<file path="src/rtl/bpsk_modulator.sv">
// BPSK modulator: one data bit per symbol, held for SPS samples and mapped
// to +/- a continuous-phase NCO cosine carrier (bit 0 -> +, bit 1 -> -).
module bpsk_modulator #(
    parameter int unsigned SPS   = 16,
    parameter int unsigned OUT_W = 16
) (
    input  logic                    sys_clk,
    input  logic                    sys_rst_n,
    input  logic [31:0]             fcw,
    input  logic                    bit_in,
    input  logic                    bit_valid,
    output logic                    bit_ready,
    output logic signed [OUT_W-1:0] dout,
    output logic                    dout_valid,
    output logic                    sym_start,
    output logic                    idle
);

    localparam int unsigned CNT_W = (SPS > 1) ? $clog2(SPS) : 1;
    localparam logic [CNT_W-1:0] LAST = CNT_W'(SPS - 1);
    localparam real PI = 3.14159265358979323846;

    typedef logic [255:0][OUT_W-1:0] lut_t;

    // Cosine table scaled to a symmetric peak so negation cannot overflow.
    function automatic lut_t build_lut();
        lut_t   t;
        real    amp;
        real    v;
        longint q;
        t   = '0;
        amp = real'((64'd1 << (OUT_W - 1)) - 64'd1);
        for (int unsigned a = 0; a < 256; a++) begin
            v = $cos(2.0 * PI * real'(a) / 256.0) * amp;
            if (v >= 0.0) q = longint'($rtoi(v + 0.5));
            else          q = -longint'($rtoi(-v + 0.5));
            t[a[7:0]] = q[OUT_W-1:0];
        end
        return t;
    endfunction

    localparam lut_t LUT = build_lut();

    typedef enum logic {S_IDLE, S_RUN} state_t;

    state_t                  r_state;
    logic [CNT_W-1:0]        r_cnt;
    logic                    r_bit;
    logic [31:0]             r_phase;
    logic signed [OUT_W-1:0] r_s1_lut;
    logic                    r_s1_act;
    logic                    r_s1_bit;
    logic                    r_s1_start;
    logic signed [OUT_W-1:0] r_dout;
    logic                    r_dout_valid;
    logic                    r_sym_start;

    logic w_last;
    logic w_hs;

    assign w_last    = (r_state == S_RUN) && (r_cnt == LAST);
    // Ready is gated by reset so it reads 0 for the whole reset interval.
    assign bit_ready = sys_rst_n && ((r_state == S_IDLE) || w_last);
    assign w_hs      = bit_valid && bit_ready;

    // Free-running phase accumulator; only reset clears it.
    always_ff @(posedge sys_clk or negedge sys_rst_n) begin
        if (!sys_rst_n) r_phase <= '0;
        else            r_phase <= r_phase + fcw;
    end

    // Symbol FSM: accept a bit, hold it for SPS cycles, chain or fall idle.
    always_ff @(posedge sys_clk or negedge sys_rst_n) begin
        if (!sys_rst_n) begin
            r_state <= S_IDLE;
            r_cnt   <= '0;
            r_bit   <= 1'b0;
        end else begin
            case (r_state)
                S_IDLE: begin
                    if (w_hs) begin
                        r_bit   <= bit_in;
                        r_cnt   <= '0;
                        r_state <= S_RUN;
                    end
                end
                S_RUN: begin
                    if (r_cnt == LAST) begin
                        r_cnt <= '0;
                        if (w_hs) r_bit   <= bit_in;
                        else      r_state <= S_IDLE;
                    end else begin
                        r_cnt <= r_cnt + CNT_W'(1);
                    end
                end
                default: begin
                    r_state <= S_IDLE;
                    r_cnt   <= '0;
                end
            endcase
        end
    end

    // Stage 1: carrier lookup plus matching symbol bit and start flag.
    always_ff @(posedge sys_clk or negedge sys_rst_n) begin
        if (!sys_rst_n) begin
            r_s1_lut   <= '0;
            r_s1_act   <= 1'b0;
            r_s1_bit   <= 1'b0;
            r_s1_start <= 1'b0;
        end else begin
            r_s1_lut   <= LUT[r_phase[31:24]];
            r_s1_act   <= (r_state == S_RUN);
            r_s1_bit   <= r_bit;
            r_s1_start <= (r_state == S_RUN) && (r_cnt == '0);
        end
    end

    // Stage 2: apply bit polarity and blank samples outside symbols.
    always_ff @(posedge sys_clk or negedge sys_rst_n) begin
        if (!sys_rst_n) begin
            r_dout       <= '0;
            r_dout_valid <= 1'b0;
            r_sym_start  <= 1'b0;
        end else begin
            if (!r_s1_act)     r_dout <= '0;
            else if (r_s1_bit) r_dout <= -r_s1_lut;
            else               r_dout <= r_s1_lut;
            r_dout_valid <= r_s1_act;
            r_sym_start  <= r_s1_start;
        end
    end

    assign dout       = r_dout;
    assign dout_valid = r_dout_valid;
    assign sym_start  = r_sym_start;
    assign idle       = (r_state == S_IDLE) && !r_s1_act && !r_dout_valid;

endmodule
</file>
<file path="config.mk">
export PLATFORM = sky130hd
export DESIGN_NAME = bpsk_modulator
export DESIGN_NICKNAME = d
export VERILOG_FILES = /design/src/rtl/bpsk_modulator.sv
export SDC_FILE = /design/constraint.sdc
export NUM_CORES = 1
export LEC_CHECK = 0
export ABC_AREA = 1
export BUFFER_PORTS_ARGS = -buffer_cell sky130_fd_sc_hd__clkbuf_2
export CORE_ASPECT_RATIO = 1.25
export CORE_MARGIN = 2
export CORE_UTILIZATION = 35
export DETAILED_ROUTE_END_ITERATION = 16
export GPL_TIMING_DRIVEN = 0
export PLACE_DENSITY = 0.52
export REMOVE_ABC_BUFFERS = 1
export SYNTH_ARGS = -nofsm -noshare
export SYNTH_HDL_FRONTEND = slang
export SYNTH_SLANG_ARGS = --single-unit
</file>
<file path="constraint.sdc">
create_clock -name sys_clk -period 3.1 [get_ports sys_clk]
set_input_delay 0.31 -clock sys_clk [delete_from_list [all_inputs] [get_ports sys_clk]]
set_output_delay 0.31 -clock sys_clk [all_outputs]
set_load 0.05 [all_outputs]
</file>
==> run summary <==
status -> completed
most frequent cell after synthesis -> nand2_1
Synth Instances -> 1506
Seq cells post-synth -> 75
Final TNS setup -> 0 ns
vias in the first global route -> 9943
cell area after synthesis -> 0.00860 mm^2
leading area contributor after synthesis -> nand2_1
Worst EP required -> 3.32 ns
PortBufs -> 55
Synth cell types -> 37
Setup Skew -> 0.0106 ns
dpl ws -> -0.711 ns
WL final -> 37.1 mm
dpl cell area -> 0.00906 mm^2
WS Path Type -> reg2reg
crit end category -> register
Worst Tran Pin Value -> 1.05 ns
largest net degree at the start of global routing -> 73
DRC viols -> 0
CTS tree -> built
crit path max fanout -> 17
Max H-tree Level -> 3
fill count -> 2859
clock insertion delay at the later pin of the skew report -> 0.34 ns
# clock sinks -> 75
ant diodes -> 0
layout cell share with drive strength beyond 1 -> 6.96%
Core Rows -> 64
Synth top area share -> 24.2%
Max-Cap Viols -> 0
Layout Cells excl Fill -> 1853
DPL Wire Length -> 27.5 mm
WL per Instance -> 20.0 um
Period Utilization, post-route -> 96.5%
final instance area -> 0.00944 mm^2
1st-iter DRT viols -> 1078
final hold vios -> 0
hold crit path type -> in2reg
Placer Congestion -> 1.08
max-slew violations -> 0
global-route wire length before repair -> 56.4 mm
Ports -> 56
Die Span Y -> 179 um
Initial Util -> 35.3%
CP Launch Type -> register
Area contributors post-synth -> nand2_1 24%, dfrtp_1 22%, nand3_1 12%
Routed Antenna Nets -> 0
list of most frequent post-synthesis cells -> 554 x nand2_1, 202 x nand3_1, 144 x inv_1
crit path time final -> 2.99 ns
total vias in the final route -> 10300
dpl cells -> 1834
DIE WIDTH -> 144 um
Clock Tree Buf Depth -> 2
Synth Flop Type -> dfrtp_1
Max Fclk -> 334 MHz
ys async rst share -> 100%
Avg Inst Size Synth -> 5.71 um^2
initial antenna violation count -> 0
relative slew slack -> 29.7%
NumNets Final -> 1609
gr usage total -> 29.0%
Seq/Total Area, Yosys -> 21.8%
CTS buffer count -> 9
clk slew on worst S/H paths -> 0.06 ns
Die ar. -> 0.0259 mm^2
# setup viols final -> 0
YS warnings -> 0
RSZ-0062 raised after global routing -> false
Final WS setup -> 0.109 ns
layout overhead on the synthesized area -> 9.66%
Arrival @ worst endpoint -> 3.21 ns
clock root buffer -> clkbuf_16
EDFF count, synth -> 0
GRT overflow -> 0
Core Area -> 0.0243 mm^2
DRT Pass-1 Iters -> 5
vias per cell -> 5.54
-- cells in the final DEF, fill, tap and decap left out, drive strengths merged, types with 2 or more instances in the layout --
master and instances:
o21bai 6, o211ai 8, and2 3, nor2 146, xnor2 2, nand3b 2
a21o 2, buf 6, xor2 13, nand4 22, inv 148, a21oi 100
nand3 202, nor3 6, a31oi 5, ha 54, clkinv 5, dfrtp 75
clkbuf 66, nand2 559, o21ai 85
-- state kept, by name, summed over array words and instances, names as in the netlist, 4 cells and up --
register and flops:
r_cnt 4, dout 16, r_s1_lut 16, r_phase 32
-- metrics by stage --
| stage | hold slack [ns] | utilization (%) |
|---|---|---|
| finish | 0.173 | 38.8 |
| detailed placement | 0.266 | 37.2 |
| global placement | 0.333 | 36.8 |
| CTS | 0.158 | 38.7 |
| floorplan | 0.0144 | - |
| global route | 0.178 | 38.8 |
-- metal layers --
metal | track usage, % | up-vias | routed length [um]
met4 | 20.0 | 0 | 2890
met2 | 48.9 | 527 | 17200
met1 | 34.3 | 4672 | 14300
met3 | 3.55 | 159 | 2740
met5 | 0 | - | 0
li1 | - | 4904 | -
-- final timing paths --
| path | startpoint | endpoint | slack (ns) | cells past startpoint |
|---|---|---|---|---|
| max | r_phase[30] | r_s1_lut[3] | 0.11 | 7 |
| min | bit_in | r_bit | 0.17 | 3 |
| max reg2reg | r_phase[30] | r_s1_lut[3] | 0.11 | 7 |
| min reg2reg | r_s1_start | sym_start | 0.35 | 0 |
| max in group asynchronous | sys_rst_n | r_s1_lut[9] | 2.08 | 3 |
| min in group asynchronous | sys_rst_n | r_phase[22] | 0.43 | 2 |
-- layout make-up --
type	count	area, um^2	area share (%)
well taps	330	413	4.38
inverters	150	578	6.13
repair buffers	62	398	4.22
clock inverters	5	61.3	0.650
multi-input cells	1220	5850	62.0
flip-flops and latches	75	1890	20.1
clock buffers	11	243	2.57
-- cell families (layout without fill, tap and decap cells) --
group | count (synthesis) | count (layout) | synth area share, %
AO/OA/AOI/OAI | 208 | 208 | 12.8
XOR/XNOR | 15 | 15 | 1.53
adder cells (fa/ha/maj) | 55 | 55 | 8.08
buffers and inverters | 211 | 228 | 10.3
flip-flops | 75 | 75 | 21.8
AND/OR/NAND/NOR | 942 | 942 | 45.4
-- timing repair --
item	4_1_cts	5_1_grt
buffers inserted	2	0
endpoints found under the setup margin	12	5
hold buffers	1	0
gates cloned	0	0
endpoints found under the hold margin	20	0
resized for setup	11	4
pin swaps	0	0
-- worst max-delay path, cell delays in order (launching register included) --
cell and delay, ns:
dfrtp_1 0.94, clkinv_1 0.64, nor2_2 0.78, o21ai_1 0.14, nor2_1 0.15, nand2_1 0.06, nand3_1 0.08, nor2_1 0.05
Power is not shown: default switching activity piles up to over one toggle a cycle in this logic, so the estimate is an artifact.
